--- src/rtl/i2c_arbiter.sv ---
// Round-robin arbiter that shares one byte-level I2C master core among NREQ requesters.
// Tracks bus ownership across START/STOP and forces a STOP when an owner stalls or leaves the bus open.
module i2c_arbiter #(
  parameter int NREQ    = 2,
  parameter int TIMEOUT = 50000
) (
  input  logic              wb_clk_i,
  input  logic              wb_rst_i,
  input  logic [NREQ-1:0]   req_i,
  input  logic [NREQ-1:0]   cmd_valid_i,
  input  logic [3*NREQ-1:0] cmd_i,
  input  logic [8*NREQ-1:0] wdata_i,
  output logic [NREQ-1:0]   gnt_o,
  output logic [NREQ-1:0]   cmd_ready_o,
  output logic [NREQ-1:0]   rsp_valid_o,
  output logic [7:0]        rdata_o,
  output logic              ack_o,
  output logic              err_o,
  output logic              timeout_o,
  output logic [2:0]        core_cmd_o,
  output logic [7:0]        core_wdata_o,
  output logic              core_cmd_valid_o,
  input  logic              core_cmd_ready_i,
  input  logic              core_done_i,
  input  logic [7:0]        core_rdata_i,
  input  logic              core_ack_i
);

  localparam logic [2:0] CMD_START     = 3'd1;
  localparam logic [2:0] CMD_WRITE     = 3'd2;
  localparam logic [2:0] CMD_READ_ACK  = 3'd3;
  localparam logic [2:0] CMD_READ_NACK = 3'd4;
  localparam logic [2:0] CMD_STOP      = 3'd5;

  typedef enum logic [2:0] {
    ST_IDLE, ST_OWNED, ST_ISSUE, ST_WAIT, ST_FSTOP_ISSUE, ST_FSTOP_WAIT
  } state_t;

  state_t      state_r;
  logic [1:0]  owner_r;
  logic        bus_open_r;
  logic [15:0] cnt_r;

  logic        owner_req_s;
  logic        owner_valid_s;
  logic [2:0]  owner_cmd_s;
  logic [7:0]  owner_wdata_s;
  logic        found_s;
  logic [1:0]  pick_s;
  logic [1:0]  cand_s;

  function automatic logic bit_at(input logic [NREQ-1:0] v, input logic [1:0] k);
    logic [NREQ-1:0] s;
    s = v >> k;
    return s[0];
  endfunction

  function automatic logic [NREQ-1:0] onehot(input logic [1:0] k);
    logic [NREQ-1:0] one;
    one    = '0;
    one[0] = 1'b1;
    return one << k;
  endfunction

  function automatic logic legal_cmd(input logic [2:0] c);
    return (c >= CMD_START) && (c <= CMD_STOP);
  endfunction

  assign owner_req_s   = |(req_i & gnt_o);
  assign owner_valid_s = |(cmd_valid_i & gnt_o);
  assign owner_cmd_s   = 3'(cmd_i >> (3 * owner_r));
  assign owner_wdata_s = 8'(wdata_i >> (8 * owner_r));
  assign cmd_ready_o   = (state_r == ST_OWNED && owner_req_s) ? gnt_o : '0;

  // Round-robin search starting one past the most recent owner.
  always_comb begin
    found_s = 1'b0;
    pick_s  = owner_r;
    cand_s  = owner_r;
    for (int i = 1; i <= NREQ; i++) begin
      cand_s = 2'((int'(owner_r) + i) % NREQ);
      if (!found_s && bit_at(req_i, cand_s)) begin
        found_s = 1'b1;
        pick_s  = cand_s;
      end else begin
        found_s = found_s;
      end
    end
  end

  // Arbitration, command sequencing and response registers.
  always_ff @(posedge wb_clk_i or posedge wb_rst_i) begin
    if (wb_rst_i) begin
      state_r          <= ST_IDLE;
      owner_r          <= 2'(NREQ - 1);
      bus_open_r       <= 1'b0;
      cnt_r            <= 16'd0;
      gnt_o            <= '0;
      rsp_valid_o      <= '0;
      rdata_o          <= 8'd0;
      ack_o            <= 1'b0;
      err_o            <= 1'b0;
      timeout_o        <= 1'b0;
      core_cmd_o       <= 3'd0;
      core_wdata_o     <= 8'd0;
      core_cmd_valid_o <= 1'b0;
    end else begin
      rsp_valid_o <= '0;
      timeout_o   <= 1'b0;
      case (state_r)
        ST_IDLE: begin
          cnt_r <= 16'd0;
          if (found_s) begin
            owner_r <= pick_s;
            gnt_o   <= onehot(pick_s);
            state_r <= ST_OWNED;
          end else begin
            gnt_o <= '0;
          end
        end
        ST_OWNED: begin
          // A released request outranks any command presented in the same cycle.
          if (!owner_req_s) begin
            cnt_r <= 16'd0;
            if (bus_open_r) begin
              core_cmd_o       <= CMD_STOP;
              core_wdata_o     <= 8'd0;
              core_cmd_valid_o <= 1'b1;
              state_r          <= ST_FSTOP_ISSUE;
            end else begin
              gnt_o   <= '0;
              state_r <= ST_IDLE;
            end
          end else if (owner_valid_s) begin
            cnt_r <= 16'd0;
            if (legal_cmd(owner_cmd_s) && (bus_open_r || owner_cmd_s == CMD_START)) begin
              core_cmd_o       <= owner_cmd_s;
              core_wdata_o     <= owner_wdata_s;
              core_cmd_valid_o <= 1'b1;
              state_r          <= ST_ISSUE;
            end else begin
              rsp_valid_o <= gnt_o;
              err_o       <= 1'b1;
              ack_o       <= 1'b0;
            end
          end else if (cnt_r == 16'(TIMEOUT - 1) && bus_open_r) begin
            cnt_r            <= 16'd0;
            timeout_o        <= 1'b1;
            core_cmd_o       <= CMD_STOP;
            core_wdata_o     <= 8'd0;
            core_cmd_valid_o <= 1'b1;
            state_r          <= ST_FSTOP_ISSUE;
          end else if (cnt_r != 16'(TIMEOUT)) begin
            cnt_r <= cnt_r + 16'd1;
          end else begin
            cnt_r <= cnt_r;
          end
        end
        ST_ISSUE, ST_FSTOP_ISSUE: begin
          if (core_cmd_ready_i) begin
            core_cmd_valid_o <= 1'b0;
            state_r <= (state_r == ST_ISSUE) ? ST_WAIT : ST_FSTOP_WAIT;
          end else begin
            core_cmd_valid_o <= 1'b1;
          end
        end
        ST_WAIT: begin
          if (core_done_i) begin
            rsp_valid_o <= gnt_o;
            err_o       <= 1'b0;
            if (core_cmd_o == CMD_READ_ACK || core_cmd_o == CMD_READ_NACK) begin
              rdata_o <= core_rdata_i;
            end else if (core_cmd_o == CMD_WRITE) begin
              ack_o <= core_ack_i;
            end else begin
              rdata_o <= rdata_o;
            end
            if (core_cmd_o == CMD_START) begin
              bus_open_r <= 1'b1;
              state_r    <= ST_OWNED;
            end else if (core_cmd_o == CMD_STOP) begin
              bus_open_r <= 1'b0;
              gnt_o      <= '0;
              state_r    <= ST_IDLE;
            end else begin
              state_r <= ST_OWNED;
            end
          end else begin
            state_r <= ST_WAIT;
          end
        end
        ST_FSTOP_WAIT: begin
          if (core_done_i) begin
            bus_open_r <= 1'b0;
            gnt_o      <= '0;
            state_r    <= ST_IDLE;
          end else begin
            state_r <= ST_FSTOP_WAIT;
          end
        end
        default: begin
          state_r          <= ST_IDLE;
          gnt_o            <= '0;
          core_cmd_valid_o <= 1'b0;
        end
      endcase
    end
  end

endmodule

--- config.mk ---
export PLATFORM = sky130hd
export DESIGN_NAME = i2c_arbiter
export DESIGN_NICKNAME = d
export VERILOG_FILES = /design/src/rtl/i2c_arbiter.sv
export SDC_FILE = /design/constraint.sdc
export NUM_CORES = 1
export LEC_CHECK = 0
export ABC_AREA = 1
export BUFFER_PORTS_ARGS = -buffer_cell sky130_fd_sc_hd__clkbuf_2
export CAP_MARGIN = 20
export CORE_UTILIZATION = 54
export CTS_CLUSTER_DIAMETER = 120
export DETAILED_ROUTE_END_ITERATION = 10
export PLACE_DENSITY = 0.92
export RECOVER_POWER = 50
export REMOVE_ABC_BUFFERS = 1
export SLEW_MARGIN = 30
export SYNTH_ARGS = -nofsm -noshare
export SYNTH_HDL_FRONTEND = slang
export SYNTH_SLANG_ARGS = --single-unit
--- constraint.sdc ---
create_clock -name wb_clk_i -period 2.3 [get_ports wb_clk_i]
set_input_delay 0.23 -clock wb_clk_i [delete_from_list [all_inputs] [get_ports wb_clk_i]]
set_output_delay 0.23 -clock wb_clk_i [all_outputs]
set_load 0.01 [all_outputs]
## Yosys cells after proc, flatten, opt, wreduce, memory -nomap -nowiden

Cells that the tools add are included.

- Register bits after elaboration: 49
- Word-level logic and storage cells: 163
- Input port bits: 39
- Output and inout port bits: 29

- Bitwise logic cells: 6
- Equal/unequal tests: 33
- $add $sub $neg: 3
- Order comparisons: 2
- Shift-type cells: 5
- Mux-type cells: 73
- Reduce and logical (&&, ||, !) cells: 27
- $mul: 1

Operators by type and width:

| kind | count |
|---|---|
| 16-bit two-way mux | 4 |
| 3-bit two-way mux | 15 |
| 8-bit two-way mux | 5 |
| 16-bit one-hot mux with 2 select lines | 1 |
| 2-bit two-way mux | 14 |
| 1-bit two-way mux | 27 |
| 2-bit != test (second input constant) | 13 |
| 16-bit by 1-bit adder with 16-bit output (second input constant) | 1 |
| 16-bit equality test (second input constant) | 1 |
| 16-bit != test (second input constant) | 1 |
| 4-bit AND reduction | 4 |
| 16-bit by 5-bit right shift with 8-bit output | 1 |
| 3-bit one-hot mux with 5 select lines | 1 |
| 7-bit AND reduction | 2 |
| 3-bit by 2-bit equality test with 1-bit output (second input constant) | 4 |
| 3-bit equality test (second input constant) | 4 |
| 2-bit one-hot mux with 5 select lines | 1 |
| 3-bit by 1-bit equality test with 1-bit output (second input constant) | 3 |
| 4-bit by 3-bit != test with 1-bit output (second input constant) | 2 |
| 2-bit nonzero test | 4 |
| 3-bit != test (second input constant) | 2 |
| 1-bit one-hot mux with 2 select lines | 3 |
| 2-bit OR reduction | 3 |
| 6-bit by 4-bit right shift with 3-bit output | 1 |
| 22 further kinds | 33 |

## Depth between registers and ports, before layout

Gate-level depths: netlist (run 1).

- Word-level depth: 10
- Mapped depth: 13
- Depth with buffers taken out: 13

## Worst setup path after synthesis (run 1)

OpenSTA, ideal clock, no wires.

- Path kind: reg-to-reg
- Start: register cnt_r[0]
- End: register cnt_r[14]
- Slack: 677 ps
- Period minus slack after synthesis: 1623 ps
- Library setup time: 118 ps
- Data required time: 2182 ps
- Cell stages (with the launch flop): 13
- Buffers on the path: 1
- Arrival time: 1505 ps
- Cell sequence: dfrtp_1 -> ha_1 -> nand2_1 -> inv_1 -> nand2_1 -> nor2_1 -> nand2_1 -> nand2_4 -> nand2_4 -> nand2_4 -> buf_6 -> nand4_1 -> nand2_1

- Longest elaborated chain between the ends: 6
- Elaborated cells on any way between the ends: 11
- Those cells by class: add/sub: 1; eq/ne: 3; mux: 5; reduce/logical: 2

RTL lines:

| element | line | source |
|---|---|---|
| from (decl) | 42 | `logic [15:0] cnt_r;` |
| from (signal assigned) | 154 | `cnt_r <= cnt_r + 16'd1;` |
| from (signal assigned) | 156 | `cnt_r <= cnt_r;` |
| 16-bit by 1-bit adder with 16-bit output or 16-bit equality test (tied branches) | 154, 146 |  |
| 16-bit two-way mux or 1-bit logical AND (tied branches) | 153, 146 |  |
| 16-bit two-way mux | 146 | `end else if (cnt_r == 16'(TIMEOUT - 1) && bus_open_r) begin` |
| 16-bit two-way mux | 134 | `end else if (owner_valid_s) begin` |
| 16-bit two-way mux | 123 | `if (!owner_req_s) begin` |
| 16-bit one-hot mux with 2 select lines | 110 | `case (state_r)` |

Parallel ways exist; a longest one is shown, timed or not. The select of a mux whose other input is x is not followed.
A chain may end at the register's enable or synchronous reset.

## Worst setup path after layout (run 1)

- Start: register owner_r[0]
- End: register core_wdata_o[1]

- Longest elaborated chain between the ends: 7
- Elaborated cells on any way between the ends: 14
- Those cells by class: mul: 1; order compare: 2; eq/ne: 2; shift: 2; mux: 3; reduce/logical: 4

RTL lines:

| element | line | source |
|---|---|---|
| from (decl) | 40 | `logic [1:0] owner_r;` |
| from (signal assigned) | 95 | `owner_r <= 2'(NREQ - 1);` |
| from (signal assigned) | 114 | `owner_r <= pick_s;` |
| 2-bit by 2-bit multiplier with 4-bit output | 71 | `assign owner_cmd_s = 3'(cmd_i >> (3 * owner_r));` |
| 6-bit by 4-bit right shift with 3-bit output | 71 |  |
| 3-bit by 1-bit greater-or-equal comparator with 1-bit output, or another cell as far along | 66 | `return (c >= CMD_START) && (c <= CMD_STOP);` |
| 1-bit logical AND or 1-bit logical OR (tied branches) | 66, 136 |  |
| 1-bit logical AND | 136 | `if (legal_cmd(owner_cmd_s) && (bus_open_r \|\| owner_cmd_s == CMD_START)) begin` |
| 3-bit by 2-bit != test with 1-bit output (no line) | -- |  |
| 4-bit AND reduction (no line) | -- |  |
| to (signal assigned) | 138 | `core_wdata_o <= owner_wdata_s;` |
| to (decl) | 21 | `output logic [7:0] core_wdata_o,` |

Parallel ways exist; a longest one is shown, timed or not. The select of a mux whose other input is x is not followed.

==> flow_summary_export.csv, run 1 <==
group,metric,value,unit
clock_tree,clock_path_buffers,2,
critical_path,critical_path_arrival,2160,ps
layout,nets,518,
critical_path,cpLargestDelayFamily,"simple AND/OR/NAND/NOR gates",
floorplan,fp.coreArea,5200,µm²
synthesis,synth_top_area_share,40.6,%
flow_run,max-cap-violations,0,
drt,drcViolationCount,0,
grt,grt_max_degree,23,
grt,grt_pass1_wl,12500,µm
synthesis,synth_common_cells,"nand2_1, inv_1, dfrtp_1, nor2_1, nand3_1",
critical_path,crit_type,"reg2reg",
timing,rsz0062_at_grt,"no",
floorplan,ios,68,
timing,whs,137,ps
floorplan,placementRows,26,
pwr,p_per_area,910,nW/µm²
critical_path,crit_path_max_incr_delay,660,ps
synthesis,synthCells,406,
layout,final_area,3410,µm²
clock_tree,cts_tree,"done",
placed_design,io_buffers,67,
drt,avgRoutedWirePerCell,13.2,µm
drt,ant_nets,0,
placed_design,dpl_cell_area,3350,µm²
hold_path,hold_path_depth,3,
pwr,pwr-share-comb,43.9,%
pwr,ir_drop,747,µV
timing,finalSetupViolCount,0,
pwr,p_seq_share,39.9,%
floorplan,dieArea,5780,µm²
critical_path,reg2reg_depth,11,
clock_tree,clk_latency,310,ps
drt,drtIter0Drc,223,
critical_path,critical_path.reg2reg.startpoint,"owner_r[0]",
synthesis,syn_avg_cell_area,7.29,µm²
floorplan,dieHeight,76.0,µm
clock_tree,clk_pin_slew,90,ps
placed_design,place_congestion,0.893,
floorplan,initial_core_util,56.9,%
clock_tree,cts_sinks,49,
drt,firstDrtPassIters,4,
placed_design,dp.cells,539,
timing,hold_viol,0,
synthesis,synth_seq_cells,49,
pwr,switchingPower,1.40,mW
floorplan,die_w,76.0,µm
critical_path,path_buf_inv,2,
critical_path,path_cells,"inv_1 > nand2_1 > nand2_1 > nand2_1 > nand2_1 > nand3_1 > nand3_1 > nand2_1 > buf_4 > nand2_1 > o21ai_0",
drt,wirelength,7220,µm
drt,vias,2958,
critical_path,worst_path_max_delay_cell,"dfstp_2",
timing,fmax,515,MHz
critical_path,crit_cells,11,
synthesis,ys.flop_type,"dfrtp_1",
synthesis,synth_edf_count,0,
grt,gr-total-overflow,0,
clock_tree,h-tree-depth,2,
drt,drt-vias-per-instance,5.40,
synthesis,synth.most_common_cell,"nand2_1",
timing,fin_crit_sh,84.5,%
clock_tree,cts-root-buf,"clkbuf_8",
timing,fin_skew,6.87,ps
layout,drive_gt1_share,18.4,%
critical_path,cpMostUsedCell,"nand2_1",
status,status,"completed",
hold_path,hp-class,"in2reg",
timing,post-route-min-period,1940,ps
pwr,p_int,1.70,mW
critical_path,crit_path_max_fanout,22,
critical_path,cp-end-kind,"register",
timing,max-slew-margin-rel,44.1,%
pwr,p_sw_share,45.2,%
timing,fin_tns_setup,0,ps
synthesis,yosysUniqueCellTypes,35,
layout,area_growth,15.3,%
pwr,leakage,1.72,nW
grt,first_global_vias,2898,
layout,antenna_cells,0,
critical_path,start_kind,"register",
synthesis,yosysWarningCount,0,
synthesis,synth-seq-area-share,41.5,%
layout,fin_cells,548,
timing,worst_slew_pin_slew,839,ps
grt,antenna_found_initial,0,
critical_path,required,2520,ps
synthesis,synthArstFlopShare,100,%
synthesis,syn_area,2960,µm²
pwr,p_clk_share,16.2,%
timing,finalMaxSlewViolations,0,
clock_tree,cts_buffers,5,
hold_path,hold_start,"core_rdata_i[1]",
grt,grt.total_usage,26.8,%
critical_path,crit_start,"owner_r[0]",
synthesis,yosys-top-cells-area,"dfrtp_1, nand2_1, inv_1",
placed_design,hpwl,5550,µm
clock_tree,post-cts-setup-buffers,0,
synthesis,yosysTopAreaCell,"dfrtp_1",
cells by family after synthesis:
| kind of cell | count (synthesis) | synth area share, % |
|---|---|---|
| AO/OA/AOI/OAI | 63 | 13.7 |
| XOR/XNOR | 1 | 0.296 |
| adder cells (fa/ha/maj) | 2 | 0.845 |
| buffers and inverters | 66 | 9.21 |
| flip-flops | 49 | 41.5 |
| AND/OR/NAND/NOR | 225 | 34.5 |
placed cells by master, fill, tap and decap left out, types with 3 or more instances in the layout:
master / instances
nand2_1: 109
inv_1: 57
dfrtp_1: 48
clkbuf_2: 45
nor2_1: 41
nand3_1: 34
o21ai_0: 27
clkbuf_1: 25
nand4_1: 12
o211ai_1: 9
or2_2: 8
o21ai_2: 8
a21oi_1: 7
nor3_1: 7
nor2_2: 5
clkbuf_8: 5
nand2_4: 4
o22ai_1: 3
metal layers:
metal	global-route usage (%)	up-vias	routed length (µm)	part of all wire (%)
met4	13.8	0	235	3.3
met3	5.03	23	381	5.3
met2	48.7	111	3600	50
met1	29.7	1370	3000	42
li1	-	1454	-	-
met5	0	-	0	0
stage by stage:
step	util [%]	setup slack, ps	power, mW
2_1_floorplan	-	555	2.15
3_3_place_gp	64.4	485	2.56
3_5_place_dp	64.4	395	2.62
4_1_cts	66.2	379	3.13
5_1_grt	65.6	169	3.33
6_report	65.6	357	3.10
worst min-delay path, delay by kind of cell:
family	cells	cell delay [ps]
AOI/OAI and AO/OA	1	50
buffers and inverters	2	130
final cells by class:
cell class / count / area (µm²)
fillers: 454 / 1790
multi-input cells: 291 / 1460
flip-flops and latches: 49 / 1230
repair buffers: 71 / 333
inverters: 59 / 221
well taps: 70 / 87.6
clock buffers: 6 / 72.6
clock inverters: 2 / 10.0
path summary, 6_finish.rpt:
kind	end	slack [ps]
max	core_wdata_o[1]	360
min	rdata_o[1]	140
max reg2reg	core_wdata_o[1]	360
min reg2reg	ack_o	480
max in group asynchronous	gnt_o[1]	670
min in group asynchronous	cnt_r[11]	510
what timing repair did:
action / in CTS / in global routing
gates resized for setup: 0 / 0
hold buffers: 1 / 0
setup endpoints to repair: 0 / 0
hold endpoints to repair: 13 / 0
power by group through the flow:
stage	logic [mW]	clock network [mW]	registers, mW
3_3_place_gp	1.32	0	1.24
2_1_floorplan	0.867	0	1.29
5_1_grt	1.51	0.540	1.27
6_report	1.36	0.502	1.24
4_1_cts	1.38	0.511	1.24
3_5_place_dp	1.37	0	1.25
sequential cells by signal, summed over array words and instances, names as in the netlist, 2 cells and up:
name	count
rdata_o	8
core_cmd_o	3
core_wdata_o	8
gnt_o	2
state_r	3
owner_r	2
rsp_valid_o	2
cnt_r	16
(Power assumes the default switching activity.)
==> run 2, diff against run 1 <==
--- a/config.mk
+++ b/config.mk
@@ -8,10 +8,10 @@
 export ABC_AREA = 1
 export BUFFER_PORTS_ARGS = -buffer_cell sky130_fd_sc_hd__clkbuf_2
 export CAP_MARGIN = 20
-export CORE_UTILIZATION = 54
+export CORE_UTILIZATION = 49
 export CTS_CLUSTER_DIAMETER = 120
 export DETAILED_ROUTE_END_ITERATION = 10
-export PLACE_DENSITY = 0.92
+export PLACE_DENSITY = 0.88
 export RECOVER_POWER = 50
 export REMOVE_ABC_BUFFERS = 1
 export SLEW_MARGIN = 30
==> constraint.sdc (replaced) <==
create_clock -name wb_clk_i -period 1.7 [get_ports wb_clk_i]
set_input_delay 0.17 -clock wb_clk_i [delete_from_list [all_inputs] [get_ports wb_clk_i]]
set_output_delay 0.17 -clock wb_clk_i [all_outputs]
set_load 0.01 [all_outputs]
==> run 2 against run 1 <==
Compared with the run above:
- the flow now finishes with violations (negative setup slack)
- total power is 63% higher
- flip-flop and latch count unchanged
- cell count up 6.0%
- combinational power is 96% higher
- register-to-register slack worse by 390 ps
- largest power group unchanged
==> flow_summary_export.csv, run 2 (same netlist as run 1, synthesis figures left out) <==
group,metric,value,unit
clock_tree,cts_sinks,49,
timing,finalMaxSlewViolations,0,
layout,fin_cells,581,
hold_path,hold_path_depth,3,
pwr,p_sw_share,44.1,%
floorplan,dieHeight,79.7,µm
hold_path,hp-class,"in2reg",
layout,top_register,"cnt_r",
critical_path,cp-end-kind,"register",
flow_run,max-cap-violations,0,
clock_tree,cts_tree,"done",
clock_tree,clock_path_buffers,2,
grt,gr-total-overflow,0,
critical_path,critical_path.reg2reg.startpoint,"cnt_r[0]",
critical_path,crit_path_max_incr_delay,430,ps
placed_design,place_congestion,0.957,
floorplan,die_w,79.7,µm
layout,fillers,440,
grt,grt_max_degree,50,
timing,post-route-min-period,1730,ps
critical_path,path_cells,"ha_4 > nand2_4 > inv_2 > nand2_2 > nor2_2 > nand2_2 > a21oi_2 > nand2_4 > clkbuf_16 > nand2_1 > o21ai_1",
critical_path,crit_type,"reg2reg",
critical_path,reg2reg_depth,11,
floorplan,placementRows,27,
critical_path,start_kind,"register",
grt,first_global_vias,2764,
pwr,p_clk_share,14.0,%
placed_design,hpwl,5390,µm
layout,antenna_cells,0,
layout,reg_top3,"cnt_r: 16 flops, core_wdata_o: 8 flops, rdata_o: 8 flops",
drt,avgRoutedWirePerCell,13.9,µm
critical_path,path_buf_inv,2,
drt,wirelength,8050,µm
layout,drive_gt1_share,34.0,%
critical_path,cpLargestDelayFamily,"simple AND/OR/NAND/NOR gates",
pwr,pwr-share-comb,52.8,%
grt,grt.total_usage,24.3,%
layout,largest_reg_flops,16,
layout,mostFrequentLayoutCells,"nand2_1, clkbuf_2, inv_1",
timing,fin_crit_sh,102,%
critical_path,crit_start,"cnt_r[0]",
clock_tree,cts-root-buf,"clkbuf_8",
floorplan,dieArea,6360,µm²
pwr,ir_drop,999,µV
critical_path,crit_path_max_fanout,5,
pwr,switchingPower,2.23,mW
status,status,"finished, violations left",
clock_tree,clk_latency,320,ps
drt,drtIter0Drc,354,
critical_path,critical_path_arrival,1940,ps
layout,nets,549,
clock_tree,clk_pin_slew,90,ps
floorplan,fp.coreArea,5680,µm²
placed_design,dpl_cell_area,3490,µm²
placed_design,dp.cells,555,
grt,antenna_found_initial,0,
clock_tree,h-tree-depth,2,
pwr,p_seq_share,33.2,%
grt,grt_pass1_wl,12100,µm
pwr,p_per_area,1290,nW/µm²
layout,area_growth,32.0,%
pwr,leakage,1.97,nW
floorplan,initial_core_util,52.2,%
drt,firstDrtPassIters,5,
layout,final_area,3910,µm²
timing,hold_viol,0,
timing,worst_slew_pin_slew,684,ps
placed_design,io_buffers,67,
clock_tree,cts_buffers,5,
drt,drcViolationCount,0,
critical_path,required,1910,ps
critical_path,crit_cells,11,
timing,rsz0062_at_grt,"yes",
status,violations,"negative setup slack",
hold_path,hold_start,"core_rdata_i[4]",
pwr,p_int,2.82,mW
drt,vias,3166,
critical_path,worst_path_max_delay_cell,"dfrtp_1",
drt,ant_nets,0,
drt,drt-vias-per-instance,5.45,
timing,timing.final.ws_setup,-29.1,ps
timing,fin_skew,7.08,ps
timing,max-slew-margin-rel,54.4,%
layout,layout_commonest_cell,"nand2_1",
timing,fmax,578,MHz
floorplan,ios,68,
timing,finalSetupViolCount,3,
[run 2: tightest hold or removal path, cell delays in order]
cell and delay (ps):
clkbuf_2 80, inv_1 50, o21ai_2 50
[run 2: area by class of cell]
type | instances | area [µm²] | share of cell area, %
clock inverter | 2 | 15.0 | 0.384
multi-input combinational | 292 | 1630 | 41.6
sequential | 49 | 1230 | 31.5
inverter | 59 | 226 | 5.80
tap | 72 | 90.1 | 2.31
timing repair buffer | 101 | 647 | 16.6
clock buffer | 6 | 72.6 | 1.86
[run 2: power by group through the flow]
| stage | registers (mW) | logic (mW) | clock network, mW |
|---|---|---|---|
| 3_5_place_dp | 1.66 | 2.08 | 0 |
| 4_1_cts | 1.64 | 2.10 | 0.712 |
| 6_report | 1.67 | 2.67 | 0.707 |
| 2_1_floorplan | 1.74 | 1.17 | 0 |
| 3_3_place_gp | 1.66 | 2.02 | 0 |
| 5_1_grt | 1.70 | 2.90 | 0.763 |
[run 2: worst paths after layout]
kind,endpoint,slack (ps)
max,core_wdata_o[1],-30
min,rdata_o[4],60
max reg2reg,core_wdata_o[1],-30
min reg2reg,rdata_o[7],490
max in group asynchronous,state_r[0],610
min in group asynchronous,core_cmd_valid_o,580
[run 2: through the flow]
step	utilization (%)	TNS (ps)	hold WS (ps)	power (mW)	worst slack, ps
5_1_grt	68.8	-940	67.3	5.37	-95.6
4_1_cts	63.5	0	66.7	4.45	20.7
3_3_place_gp	61.4	-11.0	214	3.68	-8.77
2_1_floorplan	-	-469	313	2.91	-45.0
3_5_place_dp	61.4	-209	223	3.74	-39.2
6_report	68.8	-57.4	64.9	5.05	-29.1
[run 2: per-layer routing]
metal | part of all wire [%] | vias to the layer above | GRT usage (%)
met4 | 1.2 | 0 | 6.73
met5 | 0 | - | 0
li1 | - | 1517 | -
met2 | 51 | 170 | 41.8
met1 | 42 | 1470 | 31.6
met3 | 6.4 | 9 | 3.43
[run 2: what timing repair did]
item	4_1_cts	5_1_grt
hold endpoints to repair	48	0
buffers inserted	2	11
pin swaps	0	11
resized for setup	4	58
hold buffers	1	0
endpoints found under the setup margin	17	33
cloned	0	4
